### config.mk
export PLATFORM = sky130hd
export DESIGN_NAME = segment_display_arbiter
export DESIGN_NICKNAME = d
export VERILOG_FILES = /design/src/rtl/segment_display_arbiter.sv
export SDC_FILE = /design/constraint.sdc
export NUM_CORES = 1
export LEC_CHECK = 0
export ABC_CLOCK_PERIOD_IN_PS = 2900
export BUFFER_PORTS_ARGS = -buffer_cell sky130_fd_sc_hd__buf_4
export CORE_MARGIN = 5
export CORE_UTILIZATION = 51
export CTS_CLUSTER_DIAMETER = 120
export DETAILED_ROUTE_END_ITERATION = 6
export HOLD_SLACK_MARGIN = 0.06
export MAX_ROUTING_LAYER = met4
export PLACE_DENSITY = 0.89
export SYNTH_ARGS = -nofsm -noshare
export SYNTH_HDL_FRONTEND = slang
export SYNTH_SLANG_ARGS = --single-unit
### constraint.sdc
create_clock -name clock -period 2.9 [get_ports clock]
set_input_delay 0.58 -clock clock [delete_from_list [all_inputs] [get_ports clock]]
set_output_delay 0.58 -clock clock [all_outputs]
set_load 0.005 [all_outputs]
### src/rtl/segment_display_arbiter.sv
// segment_display_arbiter: shares one 8-digit seven-segment display between
// NUM_REQUESTERS producers with a request/grant handshake, a minimum hold
// time per owner and a one-cycle blanking gap on every ownership change.
// Optional build macro: SEGMENT_ARBITER_FIXED_PRIORITY_EN selects fixed
// priority (lowest index wins) instead of round-robin arbitration.
module segment_display_arbiter #(
  parameter int unsigned NUM_REQUESTERS  = 4,
  parameter int unsigned MIN_HOLD_CYCLES = 100000000,
  parameter int unsigned HOLD_WIDTH      = 27
) (
  input  logic                           clock,
  input  logic                           reset,
  input  logic [NUM_REQUESTERS-1:0]      request,
  input  logic [32*NUM_REQUESTERS-1:0]   requestData,
  input  logic [8*NUM_REQUESTERS-1:0]    requestPoints,
  output logic [NUM_REQUESTERS-1:0]      grant,
  output logic [2:0]                     owner,
  output logic [31:0]                    displayData,
  output logic [7:0]                     displayPoints,
  output logic                           displayBlank
);

  localparam int unsigned DIGITS_W = 32;
  localparam int unsigned POINTS_W = 8;
  localparam int unsigned IDX_W    = 3;
  localparam logic [HOLD_WIDTH-1:0] HOLD_MAX = HOLD_WIDTH'(MIN_HOLD_CYCLES - 1);
  localparam logic [IDX_W-1:0]      LAST_IDX = IDX_W'(NUM_REQUESTERS - 1);

  typedef enum logic [1:0] {
    IDLE   = 2'd0,
    OWNED  = 2'd1,
    SWITCH = 2'd2
  } state_t;

  state_t                state;
  logic [HOLD_WIDTH-1:0] hold_count;
`ifndef SEGMENT_ARBITER_FIXED_PRIORITY_EN
  logic [IDX_W-1:0]      rr_pointer;
`endif

  logic                      winner_valid;
  logic [IDX_W-1:0]          winner;
  logic [NUM_REQUESTERS-1:0] winner_onehot;
  logic [DIGITS_W-1:0]       winner_data;
  logic [POINTS_W-1:0]       winner_points;
  logic                      owner_request;
  logic                      preempt_pending;
  logic [DIGITS_W-1:0]       owner_data;
  logic [POINTS_W-1:0]       owner_points;
  logic                      hold_done;

`ifdef SEGMENT_ARBITER_FIXED_PRIORITY_EN
  // Winner selection: lowest set request index wins.
  always_comb begin
    winner_valid = 1'b0;
    winner       = '0;
    for (int i = int'(NUM_REQUESTERS) - 1; i >= 0; i--) begin
      if (request[i]) begin
        winner_valid = 1'b1;
        winner       = IDX_W'(i);
      end
    end
  end
`else
  logic             upper_valid;
  logic [IDX_W-1:0] upper_idx;
  logic             lower_valid;
  logic [IDX_W-1:0] lower_idx;

  // Winner selection: first request at or above rr_pointer, else wrap to the lowest request.
  always_comb begin
    upper_valid = 1'b0;
    upper_idx   = '0;
    lower_valid = 1'b0;
    lower_idx   = '0;
    for (int i = 0; i < int'(NUM_REQUESTERS); i++) begin
      if (request[i]) begin
        if (!lower_valid) begin
          lower_valid = 1'b1;
          lower_idx   = IDX_W'(i);
        end
        if (!upper_valid && (IDX_W'(i) >= rr_pointer)) begin
          upper_valid = 1'b1;
          upper_idx   = IDX_W'(i);
        end
      end
    end
    winner_valid = lower_valid;
    winner       = upper_valid ? upper_idx : lower_idx;
  end
`endif

  // Winner payload mux and one-hot grant vector.
  always_comb begin
    winner_onehot = '0;
    winner_data   = '0;
    winner_points = '0;
    for (int i = 0; i < int'(NUM_REQUESTERS); i++) begin
      if (IDX_W'(i) == winner) begin
        winner_onehot[i] = 1'b1;
        winner_data      = requestData[DIGITS_W*i +: DIGITS_W];
        winner_points    = requestPoints[POINTS_W*i +: POINTS_W];
      end
    end
  end

  // Current owner's live request/payload and whether a competitor may preempt it.
  always_comb begin
    owner_request   = 1'b0;
    preempt_pending = 1'b0;
    owner_data      = '0;
    owner_points    = '0;
    for (int i = 0; i < int'(NUM_REQUESTERS); i++) begin
      if (IDX_W'(i) == owner) begin
        owner_request = request[i];
        owner_data    = requestData[DIGITS_W*i +: DIGITS_W];
        owner_points  = requestPoints[POINTS_W*i +: POINTS_W];
      end else if (request[i]) begin
`ifdef SEGMENT_ARBITER_FIXED_PRIORITY_EN
        if (IDX_W'(i) < owner) preempt_pending = 1'b1;
`else
        preempt_pending = 1'b1;
`endif
      end
    end
  end

  assign hold_done = (hold_count == HOLD_MAX);

  // Arbitration FSM; every output is a register updated here.
  always_ff @(posedge clock or posedge reset) begin
    if (reset) begin
      state         <= IDLE;
      grant         <= '0;
      owner         <= '0;
      hold_count    <= '0;
      displayData   <= '0;
      displayPoints <= '0;
      displayBlank  <= 1'b1;
`ifndef SEGMENT_ARBITER_FIXED_PRIORITY_EN
      rr_pointer    <= '0;
`endif
    end else begin
      case (state)
        IDLE, SWITCH: begin
          // Grant, owner, unblank and first payload all land on the same edge.
          if (winner_valid) begin
            state         <= OWNED;
            grant         <= winner_onehot;
            owner         <= winner;
            displayBlank  <= 1'b0;
            displayData   <= winner_data;
            displayPoints <= winner_points;
            hold_count    <= '0;
`ifndef SEGMENT_ARBITER_FIXED_PRIORITY_EN
            rr_pointer    <= (winner == LAST_IDX) ? '0 : winner + IDX_W'(1);
`endif
          end else begin
            state <= IDLE;
          end
        end
        OWNED: begin
          displayData   <= owner_data;
          displayPoints <= owner_points;
          if (!hold_done) hold_count <= hold_count + HOLD_WIDTH'(1);
          // A drop wins over preemption; both leave through the blank SWITCH cycle.
          if (!owner_request || (preempt_pending && hold_done)) begin
            state        <= SWITCH;
            grant        <= '0;
            displayBlank <= 1'b1;
          end
        end
        default: begin
          state        <= IDLE;
          grant        <= '0;
          displayBlank <= 1'b1;
        end
      endcase
    end
  end

endmodule

==> results of run 1 <==
power by group through the flow:
stage	sequential (mW)	clock, mW	combinational [mW]
2_1_floorplan	1.72	0	2.96
3_3_place_gp	1.86	0	4.29
3_5_place_dp	1.85	0	4.50
4_1_cts	1.86	1.12	4.51
5_1_grt	1.91	1.17	4.92
6_report	1.87	1.12	4.54
per-stage QoR:
stage               setup slack (ns)  area, sq um  total power [mW]  utilization, %
floorplan                     0.0333         6010              4.68               -
global placement               0.207         7740              6.15            67.5
detailed placement            0.0505         7740              6.35            67.5
CTS                            0.208         8030              7.49            70.0
global route                  0.0543         8030              8.00            70.0
finish                         0.218         8030              7.53            70.0
worst paths after layout:
path                               start  cells after the start               end
min in group clock          displayBlank                      2      displayBlank
hold reg to reg             displayBlank                      2      displayBlank
setup reg to reg           rr_pointer[1]                     11  displayPoints[5]
setup / recovery           rr_pointer[1]                     11  displayPoints[5]
hold / removal                     reset                      2     rr_pointer[1]
max in group asynchronous          reset                      3   displayData[18]
layout by cell type, fill, tap and decap left out, types with 17 or more instances in the layout:
cell,count
a221oi_1,39
mux4_2,41
a21oi_1,17
nand2_1,67
a211oi_1,40
buf_4,218
o21ai_0,43
nor2b_1,40
o21ai_1,49
dfrtp_1,75
nor3_1,42
sequential cells by signal, indices dropped and copies added (netlist names):
signal and flops:
rr_pointer 2, hold_count 27, grant 4, owner 2, displayPoints 8, displayBlank 1, displayData 32, state 2
cell families after synthesis:
| kind of cell | count (synthesis) |
|---|---|
| compound gates | 209 |
| fa+ha+maj | 5 |
| simple gates | 234 |
| other cells | 1 |
| flops | 78 |
| xor+xnor | 6 |
| mux | 52 |
| buf+inv | 70 |
final cells by class:
type	count	area [sq um]	share of cell area (%)
multi-input cells	507	3780	47.1
flip-flops and latches	78	1960	24.4
repair buffers	226	1800	22.4
clock buffers	9	225	2.81
well taps	143	179	2.23
clock inverters	7	65.1	0.810
inverters	6	23.8	0.296
routing by layer:
layer / up-vias / GRT usage (%) / wire length (microns)
li1: 2875 / - / -
met1: 3185 / 36.3 / 7580
met2: 441 / 49.3 / 10900
met3: 77 / 4.97 / 1980
met4: 0 / 13.9 / 766
met5: - / - / 0
Yosys cell counts, types with 4 or more instances:
master    number
mux2i_1        9
a21oi_1       17
nor2_1        16
o31ai_1        6
nand2_1       67
nand4_1        8
o21ai_0       43
nand2b_1       5
dfrtp_1       77
or4_1          7
or3_1          9
a221oi_1      39
ha_1           5
clkbuf_1      46
nor2b_1       41
a211oi_1      40
and3_1         4
nand3_1       13
inv_1          5
mux4_2        41
o21a_1         4
o21ai_1       49
xnor2_1        4
buf_2         14
nor4_2         4
nor3_1        42
and4_1         4
==> impl_metrics.ini, run 1 <==
[power]
vdd_drop_max_mv = 0.967
p_leak_nw = 3.31
p_int_mw = 4.28
seqPwrFrac_pct = 24.8
power.density_nw_per_um2 = 937
pwr-share-clk_pct = 14.9
swShare_pct = 43.1
comb_power_share_pct = 60.3
p_sw_mw = 3.24

[setup_path]
required_ns = 3.12
cp-end-kind = flop
cpLargestDelayFamily = compound AO/OA/AOI/OAI gates
crit_chain = mux2i_1 > nor2_1 > or3_1 > inv_1 > ha_1 > nor2b_2 > buf_12 > a221oi_1 > nor3_1 > a211oi_1 > o21ai_1
r2r_slack_ns = 0.22
arrival_ns = 2.90
critPathMaxFanout = 39
path_buf_inv = 2
critPathKind = reg2reg
slowest_stage = dfrtp_1
slowest_delay_ns = 0.44
critPathLaunchType = flop

[placed_design]
io_buffers = 212
dp.cells = 960
dp_hpwl_mm = 14.9
gp_congestion = 0.931

[die]
row_count = 39
die_h_microns = 119
core_sq_um = 11500
die_x_microns = 119
initial_core_util_pct = 52.4
io_pins = 214
die-area_sq_um = 14100

[global_route]
grt_pass1_wl_mm = 33.8
grt_usage_pct = 30.0
grt_max_degree = 83
antenna_found_initial = 0
grt_pass1_vias = 6779
gr-total-overflow = 0

[logic_synthesis]
syn-instance-count = 655
yosysWarningCount = 0
synth.net_count = 826
syn_avg_cell_area_sq_um = 9.18
synth-simple-area-share_pct = 20.9
synth_area_leader_cell = dfrtp_1
ys_top_cells_by_area = dfrtp_1 (32%), mux4_2 (15%), a221oi_1 (5.7%)
async_flop_share_pct = 100
synth.mux.area_fraction_pct = 17.3
synth_fa_ha_area_share_pct = 1.04
synth.top_cell.area_share_pct = 32.1
synth-seq-cells = 78
ys_seq_area_share_pct = 32.5
synth_edf_count = 0
synth_area_sq_um = 6010
synth_top_family_by_area = compound AO/OA/AOI/OAI gates
synth_xor_area_share_pct = 0.874
synth_compound_area_share_pct = 22.5
synth_cell_types = 51
yosys_most_used_dff = dfrtp_1

[routing]
remaining_drc_errors = 0
drt-initial-drc-count = 568
drt-total-wl_mm = 21.2
antenna_left = 0
vias = 6578
vias_per_cell = 6.74
first_pass_iters = 5
wire_per_inst_microns = 21.7

[cts]
cts.sinks = 78
cts-resized-gates = 0
cts_htree_levels = 3
clock_latency_ns = 0.34
cts_hold_buf = 0
cts_buffer_depth = 2
numCtsBuffers = 9
post-cts-setup-buffer-count = 0
cts_tree = done
cts_root_buf = clkbuf_16
clkTransAtPathRegs_ns = 0.06

[timing]
setup_tns_ns = 0
clock.fmax_mhz = 373
rsz0062_at_grt = no
timing.hold.ws_ns = 0.294
fin_crit_ns = 2.68
hold_viol_final = 0
period_share_pct = 92.5
slew_violations = 0
slew-limit-headroom_pct = 51.3
worst_slew_pin_slew_ns = 0.730
skew_ns = 0.00497
setup_viol = 0

[final_layout]
area_delta_synth_final_pct = 33.6
antennaDiodeCount = 0
fill_cells = 824
layout-drive-gt1-share_pct = 36.3
final_cells = 976
final_nets = 999

[status]
status = finished clean

[min_path]
min-delay-path-class = in2async

[flow_run]
cap_violations = 0
(Power assumes the default switching activity.)
==> run 2, diff against run 1 <==
--- a/config.mk
+++ b/config.mk
@@ -13,7 +13,8 @@
 export DETAILED_ROUTE_END_ITERATION = 6
 export HOLD_SLACK_MARGIN = 0.06
 export MAX_ROUTING_LAYER = met4
-export PLACE_DENSITY = 0.89
+export PLACE_DENSITY = 0.8
+export SKIP_CTS_REPAIR_TIMING = 1
 export SYNTH_ARGS = -nofsm -noshare
 export SYNTH_HDL_FRONTEND = slang
 export SYNTH_SLANG_ARGS = --single-unit
==> run 2 against run 1 <==
Net effect: global-route usage increased by 0.10 points; non-clock buffer count grew 5; highest routed layer unchanged; setup slack improved by 0.023 ns; final cell count up 0.51%; core utilization grew 0.31 points; combinational power about the same; hold slack improved by 0.0076 ns.
==> impl_metrics.ini, run 2 (synthesis results as in run 1) <==
[cts]
numCtsBuffers = 9
cts_buffer_depth = 2
cts_tree = done
cts_htree_levels = 3
clock_latency_ns = 0.34
cts_root_buf = clkbuf_16
clkTransAtPathRegs_ns = 0.06
cts.sinks = 78

[final_layout]
regMostFlops = displayData
final_nets = 1004
area_delta_synth_final_pct = 34.2
ff_latch_area_sq_um = 1960
final_cell_mix = buf_4 (224), dfrtp_1 (75), nand2_1 (67), o21ai_1 (49), o21ai_0 (43)
fill_cells = 855
fin_util_pct = 70.3
multi_input_area_sq_um = 3780
final_cells = 981
final_area_sq_um = 8060
layout_commonest_cell = buf_4
antennaDiodeCount = 0
reg.largest.list = displayData x32, hold_count x27, displayPoints x8
largest_register_ffs = 32
layout-drive-gt1-share_pct = 36.6

[die]
die_h_microns = 119
die_x_microns = 119
io_pins = 214
row_count = 39
core_sq_um = 11500
initial_core_util_pct = 52.4
die-area_sq_um = 14100

[timing]
worst_slew_pin_slew_ns = 0.721
rsz0062_at_grt = no
period_share_pct = 91.7
fin_crit_ns = 2.66
clock.fmax_mhz = 376
skew_ns = 0.0105
setup_ws_ns = 0.240
setup_viol = 0
hold_viol_final = 0
slew_violations = 0
slew-limit-headroom_pct = 51.8
timing.hold.ws_ns = 0.302
setup_tns_ns = 0

[flow_run]
cap_violations = 0

[routing]
vias = 6539
drt-total-wl_mm = 21.0
antenna_left = 0
drt-initial-drc-count = 539
vias_per_cell = 6.67
first_pass_iters = 5
wire_per_inst_microns = 21.4
remaining_drc_errors = 0

[placed_design]
io_buffers = 212
dp_hpwl_mm = 14.7
gp_congestion = 0.895
dp.cells = 965
dp_slack_ns = 0.0424
dpl_cell_area_sq_um = 7760

[power]
p_leak_nw = 3.34
vdd_drop_max_mv = 0.876
finalPower_mw = 7.56
power.density_nw_per_um2 = 938

[min_path]
min-delay-path-class = in2async

[global_route]
grt_pass1_wl_mm = 34.0
antenna_found_initial = 0
grt_max_degree = 83
grt_usage_pct = 30.1
grt_pass1_vias = 6706
gr-total-overflow = 0

[status]
status = finished clean

[setup_path]
arrival_ns = 2.87
critPathMaxFanout = 26
required_ns = 3.11
cp-end-kind = flop
critPathLaunchType = flop
critPathKind = reg2reg
run 2: final cells by class:
cell class,instances,area share (%)
Clock inverter,6,0.760
Timing Repair Buffer,231,22.6
Clock buffer,10,2.96
Sequential cell,78,24.3
Tap cell,143,2.22
Multi-Input combinational cell,507,46.9
Inverter,6,0.295
run 2: worst paths after layout:
check,startpoint,to,slack [ns],cells past startpoint
worst max-delay path,rr_pointer[1],displayPoints[3],0.24,11
worst min-delay path,reset,displayPoints[7],0.30,3
worst max register to register,rr_pointer[1],displayPoints[3],0.24,11
worst min register to register,displayBlank,displayBlank,0.52,2
max in group asynchronous,reset,displayBlank,2.20,3
min in group clock,displayBlank,displayBlank,0.52,2
run 2: worst max-delay path, stage by stage, from the launching register on:
cell and delay [ns]:
dfrtp_1 0.45, nand2b_1 0.14, a21oi_1 0.06, or3_1 0.44
inv_1 0.14, ha_1 0.27, nor2b_2 0.14, buf_12 0.19
a221oi_1 0.31, nor3_1 0.08, a211oi_1 0.20, o21ai_1 0.11
run 2: report_power, final:
group	internal (mW)	switching (mW)	total [mW]
Combinational	2.16	2.40	4.55
Clock	0.687	0.461	1.15
Sequential	1.49	0.368	1.86
run 2: per-layer routing:
layer  part of all wire [%]  routed length (microns)  track usage [%]  vias to the layer above
met5                      0                        0                -                        -
met3                    8.9                     1860             6.73                       58
met2                     50                    10600             48.9                      418
li1                       -                        -                -                     2886
met1                     37                     7860             36.7                     3177
met4                    3.5                      733             11.9                        0
==> run 3, diff against run 2 <==
--- a/config.mk
+++ b/config.mk
@@ -11,6 +11,7 @@
 export CORE_UTILIZATION = 51
 export CTS_CLUSTER_DIAMETER = 120
 export DETAILED_ROUTE_END_ITERATION = 6
+export GPL_TIMING_DRIVEN = 0
 export HOLD_SLACK_MARGIN = 0.06
 export MAX_ROUTING_LAYER = met4
 export PLACE_DENSITY = 0.8
==> run 3 against run 2 <==
Net effect: clock-buffer cell count is 1 higher; global-route usage is 2.5 points higher; clock skew is 0.0034 ns lower; critical path type unchanged; setup slack worse by 0.19 ns; via count is 3.2% higher; largest cell class unchanged; fmax is 6.6% lower; final cell count is 4.6% higher; clock power is 16% higher.
==> impl_metrics.ini, run 3 (synthesis results as in run 1) <==
[status]
status = finished clean

[placed_design]
dp.cells = 1010
gp_congestion = 0.922
io_buffers = 211
dp_hpwl_mm = 17.6
dpl_cell_area_sq_um = 7800

[global_route]
antenna_found_initial = 0
grt_usage_pct = 32.7
grt_max_degree = 58
grt_pass1_vias = 6778
gr-total-overflow = 0
grt_pass1_wl_mm = 36.3

[setup_path]
slowest_stage = dfrtp_1
slowest_delay_ns = 0.42
critPathMaxFanout = 10
required_ns = 3.16
reg2reg_depth = 12
critPathLaunchType = flop
path_buf_inv = 3
cp_common_cell = a211oi_1
cpLargestDelayFamily = simple AND/OR/NAND/NOR gates
reg2reg_from = rr_pointer[0]
r2r_slack_ns = 0.05
crit_path_start = rr_pointer[0]
crit_chain = nor3b_2 > a211oi_1 > nor2_1 > inv_1 > ha_1 > nor2b_2 > clkbuf_4 > buf_2 > a221oi_1 > nor3_1 > a211oi_1 > o21ai_1
cp-end-kind = flop
arrival_ns = 3.11
worstSetupPathDepth = 12
worstReg2RegEnd = displayPoints[0]
critPathKind = reg2reg

[final_layout]
final_area_sq_um = 8200
regMostFlops = displayData
final_nets = 1049
multi_input_area_sq_um = 3790
antennaDiodeCount = 0
largest_register_ffs = 32
layout_commonest_cell = buf_4
layout-drive-gt1-share_pct = 35.3
area_delta_synth_final_pct = 36.3
reg.largest.list = displayData x32, hold_count x27, displayPoints x8
final_cell_mix = buf_4 (215), dfrtp_1 (76), nand2_1 (67), o21ai_1 (49), o21ai_0 (43)
fill_cells = 873
final_cells = 1026
ff_latch_area_sq_um = 1950

[flow_run]
cap_violations = 0

[timing]
setup_viol = 0
clock.fmax_mhz = 351
fin_crit_ns = 2.85
slew-limit-headroom_pct = 55.8
worst_slew_pin_slew_ns = 0.658
slew_violations = 0
period_share_pct = 98.2
hold_viol_final = 0
skew_ns = 0.00708

[die]
initial_core_util_pct = 52.4
core_sq_um = 11500
die_h_microns = 119
die_x_microns = 119
row_count = 39
die-area_sq_um = 14100
io_pins = 214

[cts]
cts_buffer_depth = 2
clock_latency_ns = 0.34
numCtsBuffers = 9
cts_tree = done
cts_root_buf = clkbuf_16
clkTransAtPathRegs_ns = 0.06
cts_htree_levels = 3
cts.sinks = 78

[routing]
first_pass_iters = 5
wl_met1_mm = 8.53
drt-total-wl_mm = 23.1
routed-wl-met3_mm = 2.43
drt-initial-drc-count = 714
vias = 6746
wire_per_inst_microns = 22.5
remaining_drc_errors = 0
antenna_left = 0
wl_met2_mm = 11.4
vias_per_cell = 6.58
highest_layer = met4

[power]
vdd_drop_max_mv = 0.787
p_leak_nw = 3.40
finalPower_mw = 7.85
power.density_nw_per_um2 = 958

[min_path]
min-delay-path-class = in2async
[run 3: cell type report]
| class | instances | share of cell area (%) |
|---|---|---|
| inverters | 6 | 0.305 |
| flip-flops and latches | 78 | 23.8 |
| well taps | 143 | 2.18 |
| clock buffers | 11 | 2.96 |
| repair buffers | 213 | 19.8 |
| plain buffers | 63 | 3.37 |
| clock inverters | 5 | 1.30 |
| multi-input cells | 507 | 46.3 |
[run 3: worst max path at each step]
stage	to	slack, ns
after global placement	grant[1]	-0.70
final	displayPoints[0]	0.05
after detailed placement	displayPoints[0]	-0.55
after floorplan	displayData[0]	0.03
after CTS	displayPoints[0]	-0.28
after global routing	displayPoints[0]	-0.02
[run 3: per-layer routing]
metal  vias up  GRT usage (%)
li1       2975              -
met1      3212           40.7
met2       484           52.2
met4         0           11.7
met3        75           7.74
met5         -              -
[run 3: metrics by stage]
stage	worst slack (ns)	TNS, ns	hold WS, ns	utilization, %
5_1_grt	-0.0155	-0.0725	0.241	71.5
2_1_floorplan	0.0333	0	0.485	-
6_report	0.0516	0	0.220	71.5
3_3_place_gp	-0.701	-64.62	0.489	67.8
3_5_place_dp	-0.549	-13.05	0.510	68.1
4_1_cts	-0.282	-2.12	0.224	71.1
[run 3: where the power goes]
| part | internal [mW] | switching, mW | leakage (nW) |
|---|---|---|---|
| Sequential | 1.49 | 0.278 | 0.991 |
| Clock | 0.867 | 0.462 | 0.166 |
| Combinational | 2.11 | 2.64 | 2.24 |
| Total | 4.47 | 3.38 | 3.40 |
